<file path="config.mk">
export PLATFORM = sky130hd
export DESIGN_NAME = ex_issue_ctrl_flat
export DESIGN_NICKNAME = d
export VERILOG_FILES = /design/src/rtl/ex_issue_ctrl_if.sv /design/src/rtl/ex_issue_ctrl.sv /design/src/flat_wrapper.sv
export SDC_FILE = /design/constraint.sdc
export NUM_CORES = 1
export LEC_CHECK = 0
export ABC_CLOCK_PERIOD_IN_PS = 2300
export CAP_MARGIN = 15
export CORE_MARGIN = 2
export CORE_UTILIZATION = 45
export DETAILED_ROUTE_END_ITERATION = 10
export GPL_TIMING_DRIVEN = 0
export PLACE_DENSITY = 0.78
export SLEW_MARGIN = 0
export SYNTH_ARGS = -nofsm -noshare
export SYNTH_HDL_FRONTEND = slang
export SYNTH_SLANG_ARGS = --single-unit
</file>
<file path="constraint.sdc">
create_clock -name clk -period 2.3 [get_ports clk]
set_input_delay 0.46 -clock clk [delete_from_list [all_inputs] [get_ports clk]]
set_output_delay 0.46 -clock clk [all_outputs]
set_load 0.05 [all_outputs]
</file>
<file path="src/rtl/ex_issue_ctrl_if.sv">
// ID/EX issue-control bundle: ID instruction fields, LS handshake, flush and
// the registered forwarding / mul-div control outputs of ex_issue_ctrl.
interface ex_issue_ctrl_if;
  logic       i_id_valid;
  logic       o_id_ready;
  logic [4:0] i_id_rs1_addr;
  logic [4:0] i_id_rs2_addr;
  logic       i_id_rs1_ren;
  logic       i_id_rs2_ren;
  logic [4:0] i_id_rd_addr;
  logic       i_id_rd_wen;
  logic       i_id_mem_read;
  logic       i_id_is_muldiv;
  logic       i_id_is_div;
  logic       i_ls_ready;
  logic       i_flush;
  logic       o_ex_valid;
  logic       o_forward_ex_rs1;
  logic       o_forward_ex_rs2;
  logic       o_forward_ls_rs1;
  logic       o_forward_ls_rs2;
  logic       o_md_start;
  logic       o_md_kill;
  logic       o_md_busy;

  modport slave (
    input  i_id_valid, i_id_rs1_addr, i_id_rs2_addr, i_id_rs1_ren, i_id_rs2_ren,
    input  i_id_rd_addr, i_id_rd_wen, i_id_mem_read, i_id_is_muldiv, i_id_is_div,
    input  i_ls_ready, i_flush,
    output o_id_ready, o_ex_valid, o_forward_ex_rs1, o_forward_ex_rs2,
    output o_forward_ls_rs1, o_forward_ls_rs2, o_md_start, o_md_kill, o_md_busy
  );

  modport master (
    output i_id_valid, i_id_rs1_addr, i_id_rs2_addr, i_id_rs1_ren, i_id_rs2_ren,
    output i_id_rd_addr, i_id_rd_wen, i_id_mem_read, i_id_is_muldiv, i_id_is_div,
    output i_ls_ready, i_flush,
    input  o_id_ready, o_ex_valid, o_forward_ex_rs1, o_forward_ex_rs2,
    input  o_forward_ls_rs1, o_forward_ls_rs2, o_md_start, o_md_kill, o_md_busy
  );
endinterface

</file>
<file path="src/rtl/ex_issue_ctrl.sv">
// EX-stage issue controller: hazard tracking, forwarding selects, load-use bubbles
// and mul/div sequencing. The mul/div FSM is built only when EXU_MULDIV_EN is defined.
module ex_issue_ctrl #(
  parameter int unsigned MUL_LAT = 4,
  parameter int unsigned DIV_LAT = 33
) (
  input  logic                 clk,
  input  logic                 rst,
  ex_issue_ctrl_if.slave       ex_io
);

  function automatic logic src_match(input logic ren, input logic [4:0] src, input logic vld,
                                     input logic wen, input logic [4:0] rd);
    return ren & vld & wen & (rd == src) & (src != 5'd0);
  endfunction

  logic       ex_valid_q, ex_valid_d, ex_wen_q, ex_wen_d, ex_load_q, ex_load_d;
  logic [4:0] ex_rd_q, ex_rd_d;
  logic       ls_valid_q, ls_valid_d, ls_wen_q, ls_wen_d;
  logic [4:0] ls_rd_q, ls_rd_d;
  logic [3:0] fwd_q, fwd_d;  // {ex_rs1, ex_rs2, ls_rs1, ls_rs2}
  logic       hold, adv, load_use, accept;
  logic       rs1_ex, rs2_ex, rs1_ls, rs2_ls;

  assign rs1_ex = src_match(ex_io.i_id_rs1_ren, ex_io.i_id_rs1_addr, ex_valid_q, ex_wen_q, ex_rd_q);
  assign rs2_ex = src_match(ex_io.i_id_rs2_ren, ex_io.i_id_rs2_addr, ex_valid_q, ex_wen_q, ex_rd_q);
  assign rs1_ls = src_match(ex_io.i_id_rs1_ren, ex_io.i_id_rs1_addr, ls_valid_q, ls_wen_q, ls_rd_q);
  assign rs2_ls = src_match(ex_io.i_id_rs2_ren, ex_io.i_id_rs2_addr, ls_valid_q, ls_wen_q, ls_rd_q);

  assign load_use = ex_load_q & (rs1_ex | rs2_ex);
  assign adv      = ex_io.i_ls_ready & ~hold;
  assign accept   = ex_io.i_id_valid & adv & ~load_use & ~ex_io.i_flush;

  assign ex_io.o_id_ready       = accept;
  assign ex_io.o_ex_valid       = ex_valid_q;
  assign ex_io.o_forward_ex_rs1 = fwd_q[3];
  assign ex_io.o_forward_ex_rs2 = fwd_q[2];
  assign ex_io.o_forward_ls_rs1 = fwd_q[1];
  assign ex_io.o_forward_ls_rs2 = fwd_q[0];

  always_comb begin
    ex_valid_d = ex_valid_q;
    ex_rd_d    = ex_rd_q;
    ex_wen_d   = ex_wen_q;
    ex_load_d  = ex_load_q;
    ls_valid_d = ls_valid_q;
    ls_rd_d    = ls_rd_q;
    ls_wen_d   = ls_wen_q;
    fwd_d      = fwd_q;
    if (adv) begin
      // A flushed EX instruction is dead, so LS receives a bubble in its place.
      ls_valid_d = ex_valid_q & ~ex_io.i_flush;
      ls_rd_d    = ex_rd_q;
      ls_wen_d   = ex_wen_q;
      ex_valid_d = accept;
      ex_rd_d    = ex_io.i_id_rd_addr;
      ex_wen_d   = ex_io.i_id_rd_wen;
      ex_load_d  = ex_io.i_id_mem_read;
      fwd_d      = accept ? {rs1_ex, rs2_ex, rs1_ls & ~rs1_ex, rs2_ls & ~rs2_ex} : 4'b0000;
    end
    if (ex_io.i_flush) begin
      ex_valid_d = 1'b0;
      fwd_d      = 4'b0000;
    end
  end

  always_ff @(posedge clk or posedge rst) begin
    if (rst) begin
      ex_valid_q <= 1'b0;
      ex_rd_q    <= 5'd0;
      ex_wen_q   <= 1'b0;
      ex_load_q  <= 1'b0;
      ls_valid_q <= 1'b0;
      ls_rd_q    <= 5'd0;
      ls_wen_q   <= 1'b0;
      fwd_q      <= 4'b0000;
    end else begin
      ex_valid_q <= ex_valid_d;
      ex_rd_q    <= ex_rd_d;
      ex_wen_q   <= ex_wen_d;
      ex_load_q  <= ex_load_d;
      ls_valid_q <= ls_valid_d;
      ls_rd_q    <= ls_rd_d;
      ls_wen_q   <= ls_wen_d;
      fwd_q      <= fwd_d;
    end
  end

`ifdef EXU_MULDIV_EN
  localparam logic StIdle   = 1'b0;
  localparam logic StMdBusy = 1'b1;
  localparam logic [5:0] MulCnt = 6'(MUL_LAT - 1);
  localparam logic [5:0] DivCnt = 6'(DIV_LAT - 1);

  logic       state_q, state_d;
  logic [5:0] cnt_q, cnt_d;
  logic       md_start_q, md_start_d, md_kill_q, md_kill_d;

  assign hold             = (state_q == StMdBusy) & (cnt_q != 6'd0);
  assign ex_io.o_md_busy  = hold;
  assign ex_io.o_md_start = md_start_q;
  assign ex_io.o_md_kill  = md_kill_q;

  always_comb begin
    state_d    = state_q;
    cnt_d      = cnt_q;
    md_start_d = 1'b0;
    md_kill_d  = 1'b0;
    if (ex_io.i_flush) begin
      md_kill_d = (state_q == StMdBusy);
      state_d   = StIdle;
      cnt_d     = 6'd0;
    end else if (hold) begin
      // The unit runs internally, so counting ignores i_ls_ready.
      cnt_d = cnt_q - 6'd1;
    end else if (adv) begin
      if (accept & ex_io.i_id_is_muldiv) begin
        state_d    = StMdBusy;
        cnt_d      = ex_io.i_id_is_div ? DivCnt : MulCnt;
        md_start_d = 1'b1;
      end else begin
        state_d = StIdle;
      end
    end
  end

  always_ff @(posedge clk or posedge rst) begin
    if (rst) begin
      state_q    <= StIdle;
      cnt_q      <= 6'd0;
      md_start_q <= 1'b0;
      md_kill_q  <= 1'b0;
    end else begin
      state_q    <= state_d;
      cnt_q      <= cnt_d;
      md_start_q <= md_start_d;
      md_kill_q  <= md_kill_d;
    end
  end
`else
  assign hold             = 1'b0;
  assign ex_io.o_md_busy  = 1'b0;
  assign ex_io.o_md_start = 1'b0;
  assign ex_io.o_md_kill  = 1'b0;
`endif

endmodule
</file>
<file path="src/flat_wrapper.sv">
// flat-port wrapper written by rule: the top's interface ports become plain ports
module ex_issue_ctrl_flat 
#(
  parameter int unsigned MUL_LAT = 4,
  parameter int unsigned DIV_LAT = 33
)
  (clk, rst, ex_io_i_id_valid, ex_io_i_id_rs1_addr, ex_io_i_id_rs2_addr, ex_io_i_id_rs1_ren, ex_io_i_id_rs2_ren, ex_io_i_id_rd_addr, ex_io_i_id_rd_wen, ex_io_i_id_mem_read, ex_io_i_id_is_muldiv, ex_io_i_id_is_div, ex_io_i_ls_ready, ex_io_i_flush, ex_io_o_id_ready, ex_io_o_ex_valid, ex_io_o_forward_ex_rs1, ex_io_o_forward_ex_rs2, ex_io_o_forward_ls_rs1, ex_io_o_forward_ls_rs2, ex_io_o_md_start, ex_io_o_md_kill, ex_io_o_md_busy);
  ex_issue_ctrl_if ex_io_i ();
  input  logic clk;
  input  logic rst;
  input wire logic [$bits(ex_io_i.i_id_valid)-1:0] ex_io_i_id_valid;
  input wire logic [$bits(ex_io_i.i_id_rs1_addr)-1:0] ex_io_i_id_rs1_addr;
  input wire logic [$bits(ex_io_i.i_id_rs2_addr)-1:0] ex_io_i_id_rs2_addr;
  input wire logic [$bits(ex_io_i.i_id_rs1_ren)-1:0] ex_io_i_id_rs1_ren;
  input wire logic [$bits(ex_io_i.i_id_rs2_ren)-1:0] ex_io_i_id_rs2_ren;
  input wire logic [$bits(ex_io_i.i_id_rd_addr)-1:0] ex_io_i_id_rd_addr;
  input wire logic [$bits(ex_io_i.i_id_rd_wen)-1:0] ex_io_i_id_rd_wen;
  input wire logic [$bits(ex_io_i.i_id_mem_read)-1:0] ex_io_i_id_mem_read;
  input wire logic [$bits(ex_io_i.i_id_is_muldiv)-1:0] ex_io_i_id_is_muldiv;
  input wire logic [$bits(ex_io_i.i_id_is_div)-1:0] ex_io_i_id_is_div;
  input wire logic [$bits(ex_io_i.i_ls_ready)-1:0] ex_io_i_ls_ready;
  input wire logic [$bits(ex_io_i.i_flush)-1:0] ex_io_i_flush;
  output wire logic [$bits(ex_io_i.o_id_ready)-1:0] ex_io_o_id_ready;
  output wire logic [$bits(ex_io_i.o_ex_valid)-1:0] ex_io_o_ex_valid;
  output wire logic [$bits(ex_io_i.o_forward_ex_rs1)-1:0] ex_io_o_forward_ex_rs1;
  output wire logic [$bits(ex_io_i.o_forward_ex_rs2)-1:0] ex_io_o_forward_ex_rs2;
  output wire logic [$bits(ex_io_i.o_forward_ls_rs1)-1:0] ex_io_o_forward_ls_rs1;
  output wire logic [$bits(ex_io_i.o_forward_ls_rs2)-1:0] ex_io_o_forward_ls_rs2;
  output wire logic [$bits(ex_io_i.o_md_start)-1:0] ex_io_o_md_start;
  output wire logic [$bits(ex_io_i.o_md_kill)-1:0] ex_io_o_md_kill;
  output wire logic [$bits(ex_io_i.o_md_busy)-1:0] ex_io_o_md_busy;
  assign ex_io_i.i_id_valid = ex_io_i_id_valid;
  assign ex_io_i.i_id_rs1_addr = ex_io_i_id_rs1_addr;
  assign ex_io_i.i_id_rs2_addr = ex_io_i_id_rs2_addr;
  assign ex_io_i.i_id_rs1_ren = ex_io_i_id_rs1_ren;
  assign ex_io_i.i_id_rs2_ren = ex_io_i_id_rs2_ren;
  assign ex_io_i.i_id_rd_addr = ex_io_i_id_rd_addr;
  assign ex_io_i.i_id_rd_wen = ex_io_i_id_rd_wen;
  assign ex_io_i.i_id_mem_read = ex_io_i_id_mem_read;
  assign ex_io_i.i_id_is_muldiv = ex_io_i_id_is_muldiv;
  assign ex_io_i.i_id_is_div = ex_io_i_id_is_div;
  assign ex_io_i.i_ls_ready = ex_io_i_ls_ready;
  assign ex_io_i.i_flush = ex_io_i_flush;
  assign ex_io_o_id_ready = ex_io_i.o_id_ready;
  assign ex_io_o_ex_valid = ex_io_i.o_ex_valid;
  assign ex_io_o_forward_ex_rs1 = ex_io_i.o_forward_ex_rs1;
  assign ex_io_o_forward_ex_rs2 = ex_io_i.o_forward_ex_rs2;
  assign ex_io_o_forward_ls_rs1 = ex_io_i.o_forward_ls_rs1;
  assign ex_io_o_forward_ls_rs2 = ex_io_i.o_forward_ls_rs2;
  assign ex_io_o_md_start = ex_io_i.o_md_start;
  assign ex_io_o_md_kill = ex_io_i.o_md_kill;
  assign ex_io_o_md_busy = ex_io_i.o_md_busy;
  ex_issue_ctrl #(.MUL_LAT(MUL_LAT), .DIV_LAT(DIV_LAT)) u_core (.clk(clk), .rst(rst), .ex_io(ex_io_i));
endmodule
</file>
; Word level (Yosys, flattened, before mapping)
; Index checks and enable logic that the tools add are counted.
; Widths: inputs -> output; s select.
[op_classes]
add_sub_neg = 0
n_mul = 0
div_mod_pow = 0
order_cmp = 0
eq_ne = 4
shift = 0
mux = 5
bitwise_logic = 28
n_reduce_logical = 3
[op_table]
columns = cell, n
row1 = $and 1x1->1, 23
row2 = $eq 5x5->1, 4
row3 = $mux 4, 3
row4 = $reduce_bool 5->1, 2
row5 = $not 1->1, 4
row6 = $mux 1, 2
row7 = $reduce_bool 2->1, 1
row8 = $or 1x1->1, 1
[word_totals]
regBits = 19
latchBits = 0
mem_bits_rw = 0
mem_bits_ro = 0
input_bits = 26
word_cells = 48
mem_count = 0

; Logic depth before layout (Yosys ltp)
; Gate-level depths: netlist (run 1).
[depth]
ltp_word = 12
mapped_depth = 6
mapped_depth_nobuf = 5

; Worst setup path before layout (run 1)
; OpenSTA, ideal clock, no wires.
[synth_timing]
path_kind = input to output
startpoint = input ex_io_i_id_rs1_addr[1]
endpoint = output ex_io_o_id_ready
t_arrival_ns = 2.354
required_time_ns = 1.840
setup_slack_ns = -0.514
stages = 5
path_buffers = 0
path_cell_list = or4_1 > o21ai_2 > nor3_1 > or2_1 > a31oi_1
[synth_via]
elab_chain_cells = 8
[synth_rtl]
columns = element, line
row1 = start: declaration, flat_wrapper.sv:12  ; input wire logic [$bits(ex_io_i.i_id_rs1_addr)-1:0] ex_io_i_id_rs1_addr;
row2 = $eq 5x5->1, ex_issue_ctrl.sv:14  ; return ren & vld & wen & (rd == src) & (src != 5'd0);
row3 = $and 1x1->1, ex_issue_ctrl.sv:14
row4 = $and 1x1->1 *, ex_issue_ctrl.sv:14
row5 = $or 1x1->1 *, ex_issue_ctrl.sv:30  ; assign load_use = ex_load_q & (rs1_ex | rs2_ex);
row6 = $and 1x1->1 *, ex_issue_ctrl.sv:30
row7 = $not 1->1 *, ex_issue_ctrl.sv:32  ; assign accept = ex_io.i_id_valid & adv & ~load_use & ~ex_io.i_flush;
row8 = $and 1x1->1 * (2 in a row), ex_issue_ctrl.sv:32
row9 = end: declaration, flat_wrapper.sv:23  ; output wire logic [$bits(ex_io_i.o_id_ready)-1:0] ex_io_o_id_ready;
; Every way passes the cells marked *; elsewhere a longest branch is shown, timed or not.

; Final worst setup path (run 1)
[layout_timing]
startpoint = input ex_io_i_id_rs2_addr[1]
endpoint = output ex_io_o_id_ready
[layout_via]
elab_chain_cells = 8
[layout_rtl]
columns = element, line
row1 = start: declaration, flat_wrapper.sv:13  ; input wire logic [$bits(ex_io_i.i_id_rs2_addr)-1:0] ex_io_i_id_rs2_addr;
row2 = $eq 5x5->1, ex_issue_ctrl.sv:14
row3 = $and 1x1->1, ex_issue_ctrl.sv:14
row4 = $and 1x1->1 *, ex_issue_ctrl.sv:14
row5 = $or 1x1->1 *, ex_issue_ctrl.sv:30
row6 = $and 1x1->1 *, ex_issue_ctrl.sv:30
row7 = $not 1->1 *, ex_issue_ctrl.sv:32
row8 = $and 1x1->1 * (2 in a row), ex_issue_ctrl.sv:32
; Marked as above.

==> flow_summary.toml, run 1 <==
[floorplanning]
die_x_um = 53.3
die_h_um = 53.3
start_util = 0.485
rows = 17
ioPinCount = 35
die_area_um2 = 2840
core_area_um2 = 2250

[run_status]
violations = "setup timing"
status = "finished with violations"

[power]
combPwrFrac = 0.275
power_frac_clock = 0.215
p_int_w = 0.000551
power.switching_w = 0.000237
p_per_area_nw_per_um2 = 507
switching_share = 0.301
power.total_w = 0.000789
p_seq_frac = 0.510
ir_drop_v = 0.000367
p_leak_nw = 0.638

[layout]
final_nets = 167
multi_input_area_um2 = 646
fin_util = 0.690
final_area_um2 = 1560
fill_cells = 188
layout-drive-gt1-share = 0.321
syn2layout_area_growth_pct = 42.2
n_antenna_cell = 0
register_area_um2 = 475

[grt]
overflow = 0
grt_pass1_wl_mm = 4.00
grt_pass1_vias = 925
antenna_found_initial = 0
grt_max_degree = 20
gr-usage-all-layers = 0.199

[route]
drc = 0
drtIter0Drc = 8
antenna_left = 0
vias = 884
viasPerCell = 5.26
wl_per_cell_um = 14.4
firstDrtPassIters = 4
wirelength_mm = 2.42

[setup_path]
critPathMaxFanout = 2
crit_type = "input port to primary output"
cp_data_required_time_ns = 1.84
crit_path_end_kind = "primary output"
critPathArrivalTime_ns = 1.97
cp-start-kind = "input port"

[timing]
post-route-period-util = 1.06
fmax_mhz = 411
rsz0062_at_grt = "true"
relSlewSlack = 0.511
worst_slew_pin_slew_ns = 0.732
hold_viol_final = 0
period_needed_ns = 2.43
finClkSkew_ns = 0.00184
fin_tns_setup_ns = -0.134
setup_violations = 1
finalWorstSetupSlack_ns = -0.134
slew_viol_final = 0

[yosys]
netlist.area_leader.share = 0.435
netlist_top_cells_area = "dfrtp_1 (43%), mux2_2 (13%), xnor2_1 (10%)"
synthDistinctLibCells = 28
ys_seq_area_frac = 0.435
synth-edff-count = 0
syn_area_per_cell_um2 = 11.0
ys_top_cells_by_count = "dfrtp_1 (19), mux2_2 (13), xnor2_1 (13), xor2_1 (7), nand3_1 (5)"
syn_inst = 99
synth_top_area_cell = "dfrtp_1"
synthFlopType = "dfrtp_1"
yosysMostFrequentCell = "dfrtp_1"
yosys_warnings = 0
async_reset_ff_frac = 1.00
syn-cell-area_um2 = 1090
synth_seq_cells = 19

[cts]
postCtsHoldBufs = 0
clk_pin_slew_ns = 0.11
htreeDepth = 1
cts-buffers-inserted = 3
clock-sinks = 19
cts_max_path_buffers = 2
clk_latency_ns = 0.29
cts_root_buf = "clkbuf_4"
cts_tree = "built"

[placement]
dp_hpwl_mm = 1.79
io_buffers = 28
gp_congestion = 0.782
place_area_um2 = 1440

[run]
drv_cap = 0

[min_path]
worstHoldPathType = "input port to flop"
[metrics by stage]
| stage | std cells | setup WS (ns) | hold WS, ns |
|---|---|---|---|
| floorplan | 101 | -0.00454 | 0.411 |
| global placement | 157 | -1.15 | 0.494 |
| detailed placement | 157 | -1.15 | 0.494 |
| CTS | 167 | -0.113 | 0.460 |
| global route | 168 | -0.156 | 0.462 |
| finish | 168 | -0.134 | 0.469 |
[layout by cell type, fill, tap and decap left out, types with 3 or more instances in the layout]
cell type        count
xor2_1               6
conb_1               3
nand2_1              3
buf_6                4
nand3_1              5
a21oi_1              3
dfrtp_1             19
buf_4               10
clkdlybuf4s50_1     17
clkbuf_4             3
o21ai_0              3
buf_2                4
mux2_2              13
xnor2_1             13
a22o_1               3
[cell families (layout without fill, tap and decap cells)]
| kind of cell | after synthesis | after routing | share of synthesized area |
|---|---|---|---|
| AOI/OAI and AO/OA | 13 | 13 | 0.0824 |
| xor gates and xnor gates | 20 | 20 | 0.160 |
| buffers and inverters | 7 | 46 | 0.0412 |
| DFF | 19 | 19 | 0.435 |
| muxes | 13 | 13 | 0.134 |
| other | 1 | 3 | 0.00343 |
| and+or+nand+nor | 26 | 26 | 0.144 |
[worst paths after layout]
kind	to	cells after the start	slack (ns)	from
max reg2reg	u_core.fwd_q[0]$_DFFE_PP0P_	7	0.59	u_core.ex_rd_q[3]$_DFFE_PP0P_
max	ex_io_o_id_ready	7	-0.13	ex_io_i_id_rs2_addr[1]
max in group asynchronous	u_core.ex_load_q$_DFFE_PP0P_	2	1.26	rst
min in group asynchronous	u_core.ex_rd_q[3]$_DFFE_PP0P_	2	0.58	rst
min reg2reg	u_core.fwd_q[3]$_DFFE_PP0P_	1	0.52	u_core.fwd_q[3]$_DFFE_PP0P_
min	u_core.ls_rd_q[3]$_DFFE_PP0P_	2	0.47	ex_io_i_ls_ready
[layout make-up]
cell class	instances	share of cell area
multi-input combinational	75	0.415
sequential	19	0.306
timing repair buffer	35	0.211
buffer	5	0.0241
tap	28	0.0225
clock buffer	4	0.0169
inverter	2	0.00483
[worst max-delay path, stage by stage]
cell and delay, ns:
buf_8 0.10, or4_4 0.53, o21ai_4 0.20, nor4_4 0.06, or2_1 0.29, a31oi_4 0.17, buf_6 0.17
[state kept, by name (all words and copies together), names as in the netlist]
name,flops
u_core.ex_rd_q,5
u_core.ls_rd_q,5
u_core.fwd_q,4
u_core.ex_io.o_ex_valid,1
u_core.ex_load_q,1
u_core.ex_wen_q,1
u_core.ls_valid_q,1
u_core.ls_wen_q,1
[timing repair]
item,CTS,global route
pin swaps,8,6
buffers inserted,6,1
gates resized for setup,54,3
setup endpoints to repair,1,1
[per-layer routing]
metal	GRT usage	routed length [µm]
met5	0	0
met4	0.0641	15
met3	0.0254	122
met2	0.372	1290
met1	0.229	994
[power by group through the flow]
stage	sequential (W)	combinational, W	clock [W]
after floorplan	0.000405	0.000129	0
after global placement	0.000407	0.000196	0
after detailed placement	0.000408	0.000202	0
after CTS	0.000401	0.000214	0.000178
after global routing	0.000407	0.000237	0.000190
final	0.000402	0.000217	0.000170
No activity file was read; power rests on OpenSTA's default activity.
==> run 2, diff against run 1 <==
--- a/config.mk
+++ b/config.mk
@@ -5,13 +5,14 @@
 export SDC_FILE = /design/constraint.sdc
 export NUM_CORES = 1
 export LEC_CHECK = 0
+export ABC_AREA = 1
 export ABC_CLOCK_PERIOD_IN_PS = 2300
 export CAP_MARGIN = 15
 export CORE_MARGIN = 2
-export CORE_UTILIZATION = 45
+export CORE_UTILIZATION = 47
 export DETAILED_ROUTE_END_ITERATION = 10
 export GPL_TIMING_DRIVEN = 0
-export PLACE_DENSITY = 0.78
+export PLACE_DENSITY = 0.8
 export SLEW_MARGIN = 0
 export SYNTH_ARGS = -nofsm -noshare
 export SYNTH_HDL_FRONTEND = slang
==> run 2 against run 1 <==
The run now ends clean. Critical path depth up 4. Fmax up 11%. Clock-buffer cell count shrank 1. Sequential power shrank 4%. Die area up 17%. First-iteration DRC count increased to 6.5 times the previous value. Hold slack gained 0.026 ns.
==> flow_summary.toml, run 2 <==
[floorplanning]
core_area_um2 = 2760
die_x_um = 57.8
die_area_um2 = 3340
die_h_um = 57.8
ioPinCount = 35
start_util = 0.493
rows = 19

[yosys]
synth-edff-count = 0
synth_seq_cells = 19
synthFlopType = "dfrtp_1"
netlist_top_cells_area = "dfrtp_1 (35%), nand2_1 (21%), nor2_1 (7.5%)"
syn_area_per_cell_um2 = 6.53
ys_seq_area_frac = 0.350
yosys_warnings = 0
yosysMostFrequentCell = "nand2_1"
synth_top_area_cell = "dfrtp_1"
synthDistinctLibCells = 21
ys_top_cells_by_count = "nand2_1 (76), nor2_1 (27), inv_1 (20), dfrtp_1 (19), o21ai_0 (13)"
netlist.area_leader.share = 0.350
async_reset_ff_frac = 1.00
syn-cell-area_um2 = 1360
syn_inst = 208

[route]
firstDrtPassIters = 4
wl_met3_um = 172
drt-met1-wl_mm = 1.44
wirelength_mm = 3.11
wl_met2_mm = 1.48
drc = 0
vias = 1341
drtIter0Drc = 52
antenna_left = 0
routed.top_layer = "met4"
wl_per_cell_um = 11.4
viasPerCell = 4.89

[layout]
register_area_um2 = 477
final_area_um2 = 1730
n_antenna_cell = 0
syn2layout_area_growth_pct = 27.3
fin_util = 0.627
fill_cells = 267
final_common_cell = "nand2_1"
multi_input_area_um2 = 752
reg_top3 = "u_core.ex_rd_q x5, u_core.ls_rd_q x5, u_core.fwd_q x4"
layout_common_cells = "nand2_1 (76), nor2_1 (27), inv_1 (18), dfrtp_1 (18), clkdlybuf4s50_1 (17)"
layout-drive-gt1-share = 0.140
final_nets = 270
instances_no_fill = 274

[placement]
gp_congestion = 0.830
pre_cts_slack_ns = -0.708
place_inst = 270
io_buffers = 29
dp_hpwl_mm = 2.52
place_area_um2 = 1700

[power]
p_int_w = 0.000526
p_per_area_nw_per_um2 = 458
ir_drop_v = 0.000311
combPwrFrac = 0.296
p_leak_nw = 0.899
p_seq_frac = 0.489
power.switching_w = 0.000267
switching_share = 0.337
power_frac_clock = 0.215

[run_status]
status = "complete, no violations"

[timing]
relSlewSlack = 0.529
finClkSkew_ns = 0.00227
hold_viol_final = 0
post-route-period-util = 0.957
setup_violations = 0
finalWorstSetupSlack_ns = 0.0986
worst_slew_pin_slew_ns = 0.705
period_needed_ns = 2.20
slew_viol_final = 0
fin_tns_setup_ns = 0
rsz0062_at_grt = "false"
fmax_mhz = 454

[grt]
antenna_found_initial = 0
gr-usage-all-layers = 0.206
grt_pass1_vias = 1258
grt_pass1_wl_mm = 5.35
grt_max_degree = 20
overflow = 0

[cts]
cts_tree = "built"
cts_max_path_buffers = 2
cts_root_buf = "clkbuf_4"
htreeDepth = 1
clk_pin_slew_ns = 0.11
postCtsHoldBufs = 0
cts-buffers-inserted = 3
clk_latency_ns = 0.29
postCtsSetupBuffers = 0
clock-sinks = 19

[setup_path]
cp-start-kind = "input port"
crit_type = "input port to primary output"
cp_data_required_time_ns = 1.84
crit_path_end_kind = "primary output"
ff2ff_setup_slack_ns = 0.97
critPathMaxFanout = 4
critPathArrivalTime_ns = 1.74

[min_path]
worstHoldPathType = "flop to flop"

[run]
drv_cap = 0
-- run 2: final timing paths --
kind / to / from / cells after the start
worst min-delay path: u_core.fwd_q[1]$_DFFE_PP0P_ / u_core.fwd_q[1]$_DFFE_PP0P_ / 2
worst min register to register: u_core.fwd_q[1]$_DFFE_PP0P_ / u_core.fwd_q[1]$_DFFE_PP0P_ / 2
max in group asynchronous: u_core.ex_rd_q[2]$_DFFE_PP0P_ / rst / 2
worst max register to register: u_core.fwd_q[2]$_DFFE_PP0P_ / u_core.ex_rd_q[1]$_DFFE_PP0P_ / 9
min in group asynchronous: u_core.ex_rd_q[0]$_DFFE_PP0P_ / rst / 2
worst max-delay path: ex_io_o_id_ready / ex_io_i_id_rs2_ren / 11
-- run 2: cells by family (layout without fill, tap and decap cells) --
| group | count (synthesis) | count (layout) | synth area share |
|---|---|---|---|
| AND/OR/NAND/NOR | 126 | 126 | 0.390 |
| XOR/XNOR | 13 | 13 | 0.0893 |
| other | 1 | 3 | 0.00276 |
| AO/OA/AOI/OAI | 15 | 15 | 0.0552 |
| flip-flops | 19 | 19 | 0.350 |
| buffers and inverters | 34 | 67 | 0.113 |
-- run 2: what timing repair did --
action                                  in CTS  in global routing
endpoints found under the setup margin       1                  1
pin swaps                                    0                  3
hold endpoints to repair                     0                  0
resized for setup                           18                  6
-- run 2: power by group through the flow --
stage / registers [W] / clock network (W) / logic, W
after floorplan: 0.000387 / 0 / 0.000156
after global placement: 0.000390 / 0 / 0.000235
final: 0.000387 / 0.000170 / 0.000235
after detailed placement: 0.000391 / 0 / 0.000239
after global routing: 0.000389 / 0.000193 / 0.000266
after CTS: 0.000384 / 0.000177 / 0.000234
-- run 2: worst max-delay path, cell delays in order --
cell             delay, ns
clkdlybuf4s50_1       0.50
nand3_2               0.10
inv_2                 0.06
nand2_1               0.06
nor2_2                0.09
nand2_1               0.07
nand2_2               0.08
nand2_4               0.07
nand2_4               0.07
inv_1                 0.05
buf_6                 0.14
-- run 2: through the flow --
step / hold slack, ns / total power [W]
CTS: 0.499 / 0.000796
detailed placement: 0.474 / 0.000630
global placement: 0.465 / 0.000625
floorplan: 0.411 / 0.000544
finish: 0.496 / 0.000792
global route: 0.509 / 0.000848
-- run 2: layout make-up --
| type | count | share of cell area |
|---|---|---|
| buffer | 7 | 0.0304 |
| multi-input combinational | 157 | 0.435 |
| sequential | 19 | 0.275 |
| clock buffer | 3 | 0.0130 |
| clock inverter | 1 | 0.00289 |
| inverter | 27 | 0.0586 |
| timing repair buffer | 29 | 0.163 |
| tap | 31 | 0.0224 |
-- run 2: metal layers --
layer / vias up / global-route usage
met5: - / 0
met4: 0 / 0.0764
met3: 2 / 0.0179
met2: 37 / 0.331
met1: 609 / 0.291
li1: 693 / -
==> run 3, diff against run 2 <==
--- a/config.mk
+++ b/config.mk
@@ -6,7 +6,7 @@
 export NUM_CORES = 1
 export LEC_CHECK = 0
 export ABC_AREA = 1
-export ABC_CLOCK_PERIOD_IN_PS = 2300
+export ABC_CLOCK_PERIOD_IN_PS = 2800
 export CAP_MARGIN = 15
 export CORE_MARGIN = 2
 export CORE_UTILIZATION = 47
@@ -17,3 +17,4 @@
 export SYNTH_ARGS = -nofsm -noshare
 export SYNTH_HDL_FRONTEND = slang
 export SYNTH_SLANG_ARGS = --single-unit
+export TNS_END_PERCENT = 10
==> constraint.sdc (replaced) <==
create_clock -name clk -period 2.8 [get_ports clk]
set_input_delay 0.56 -clock clk [delete_from_list [all_inputs] [get_ports clk]]
set_output_delay 0.56 -clock clk [all_outputs]
set_load 0.05 [all_outputs]
==> run 3 against run 2 <==
Critical path depth unchanged. Largest power group unchanged. Power decreased by 17%. Clock skew down 0.0014 ns. Worst setup slack improved by 0.066 ns. Sequential cell count unchanged. Largest cell class unchanged. Utilization down 0.36 points. Sequential power is 18% lower. First-iteration DRC count fell by 37%. Wire length down 0.96%. Critical path type unchanged. Global-route usage is 0.094 points higher. Combinational power down 17%. Sequential share of layout area grew 0.088 points.
==> flow_summary.toml, run 3 (synthesis gave the netlist of run 2 again) <==
[run_status]
status = "complete, no violations"

[floorplanning]
core_area_um2 = 2760
start_util = 0.493
rows = 19
die_h_um = 57.8
die_x_um = 57.8
ioPinCount = 35
die_area_um2 = 3340

[route]
drtIter0Drc = 33
firstDrtPassIters = 4
viasPerCell = 4.86
vias = 1331
antenna_left = 0
drc = 0
wl_per_cell_um = 11.3
wirelength_mm = 3.08

[power]
p_per_area_nw_per_um2 = 380
ir_drop_v = 0.000251
p_leak_nw = 0.868

[setup_path]
critPathMaxFanout = 5
crit_type = "input port to primary output"
ff2ff_setup_slack_ns = 1.46
r2r-end = "u_core.ex_io.o_ex_valid$_DFFE_PP0P_"
cp_data_required_time_ns = 2.24
cp_slowest_stage_delay_ns = 0.51
ff2ff_path_depth = 10
worstPathCellList = "clkdlybuf4s50_1 -> nor2_1 -> nand2_1 -> nor2_4 -> nor2_1 -> nand2_1 -> nand2_2 -> nand2_2 -> nand2_2 -> inv_1 -> clkbuf_4"
critPathArrivalTime_ns = 2.08
cp-start-kind = "input port"
reg2reg_from = "u_core.ex_rd_q[2]$_DFFE_PP0P_"
crit_path_end_kind = "primary output"
critical-path-slowest-cell = "clkdlybuf4s50_1"
cp_common_cell = "nand2_2"

[layout]
instances_no_fill = 274
final_nets = 270
final_area_um2 = 1720
final_common_cell = "nand2_1"
layout_common_cells = "nand2_1 (76), clkdlybuf4s50_1 (28), nor2_1 (27)"
layout-drive-gt1-share = 0.123
syn2layout_area_growth_pct = 26.6
reg_top3 = "u_core.ex_rd_q x5, u_core.ls_rd_q x5, u_core.fwd_q x4"
n_antenna_cell = 0

[placement]
gp_congestion = 0.830
io_buffers = 29
pre_cts_slack_ns = -0.408
dp_hpwl_mm = 2.52
place_inst = 270
place_area_um2 = 1700

[grt]
gr-usage-all-layers = 0.207
overflow = 0
antenna_found_initial = 0
grt_pass1_vias = 1263
grt_pass1_wl_mm = 5.38
grt_max_degree = 20

[timing]
hold_viol_final = 0
finClkSkew_ns = 0.000877
relSlewSlack = 0.526
period_needed_ns = 2.64
finalWorstSetupSlack_ns = 0.164
fmax_mhz = 379
worst_slew_pin_slew_ns = 0.710
setup_violations = 0
slew_viol_final = 0
rsz0062_at_grt = "false"
post-route-period-util = 0.941

[min_path]
worstHoldPathType = "flop to flop"
hold_depth = 2
min_from = "u_core.fwd_q[1]$_DFFE_PP0P_"
hold_path_end = "u_core.fwd_q[1]$_DFFE_PP0P_"

[cts]
cts_root_buf = "clkbuf_4"
cts_max_path_buffers = 2
cts_tree = "built"
clk_latency_ns = 0.30
clock-sinks = 19
htreeDepth = 1
cts-buffers-inserted = 3
postCtsHoldBufs = 0
clk_pin_slew_ns = 0.11

[run]
drv_cap = 0
-- run 3: cell count changes in the layout (fill, tap and decap cells not counted), sizes merged --
cell | before | now
dlygate4sd2 | 10 | 0
dlymetal6s2s | 1 | 0
clkbuf | 5 | 6
clkdlybuf4s50 | 17 | 28
buf | 6 | 5
-- run 3: where the power goes --
group	switching, W	internal (W)
Combinational	0.000108	0.0000882
Sequential	0.0000219	0.000295
Clock	0.0000884	0.0000532
Total	0.000218	0.000436
-- run 3: metal layers --
| metal | track usage | share of wire |
|---|---|---|
| met1 | 0.292 | 0.45 |
| met2 | 0.333 | 0.47 |
| met3 | 0.0179 | 0.069 |
| met4 | 0.0764 | 0.0088 |
| met5 | 0 | 0 |
-- run 3: worst max-delay path by stage --
stage / cells after the start / slack, ns / end / startpoint
floorplan: 9 / 0.76 / ex_io_o_id_ready / u_core.ex_io.o_ex_valid$_DFFE_PP0P_
finish: 11 / 0.16 / ex_io_o_id_ready / ex_io_i_id_rs2_addr[1]
CTS: 11 / 0.02 / ex_io_o_id_ready / ex_io_i_id_rs2_addr[1]
global route: 11 / 0.02 / ex_io_o_id_ready / ex_io_i_id_rs2_addr[1]
global placement: 11 / -0.37 / ex_io_o_id_ready / ex_io_i_id_rs2_addr[1]
detailed placement: 11 / -0.41 / ex_io_o_id_ready / ex_io_i_id_rs2_addr[1]
-- run 3: layout make-up --
class | count | area, µm²
multi-input cells | 157 | 737
plain buffers | 7 | 52.6
repair buffers | 29 | 288
fillers | 270 | 1040
clock inverters | 1 | 5.00
well taps | 31 | 38.8
clock buffers | 3 | 22.5
flip-flops and latches | 19 | 475
inverters | 27 | 101
-- run 3: metrics by stage --
stage / util / setup TNS (ns) / total power, W / hold slack (ns)
after detailed placement: 0.615 / -0.408 / 0.000518 / 0.474
after floorplan: - / 0 / 0.000447 / 0.449
after CTS: 0.625 / 0 / 0.000659 / 0.499
after global routing: 0.624 / 0 / 0.000699 / 0.509
after global placement: 0.615 / -0.372 / 0.000513 / 0.465
final: 0.624 / 0 / 0.000654 / 0.497
-- run 3: critical path, delay by kind of cell --
| kind | cells | cell delay, ns |
|---|---|---|
| AND/OR/NAND/NOR | 8 | 0.75 |
| buffers and inverters | 3 | 0.77 |
-- run 3: repair_timing --
| item | 4_1_cts | 5_1_grt |
|---|---|---|
| endpoints found under the hold margin | 0 | 0 |
| endpoints found under the setup margin | 1 | 1 |
| gates resized for setup | 3 | 3 |
| setup buffers | 0 | 0 |
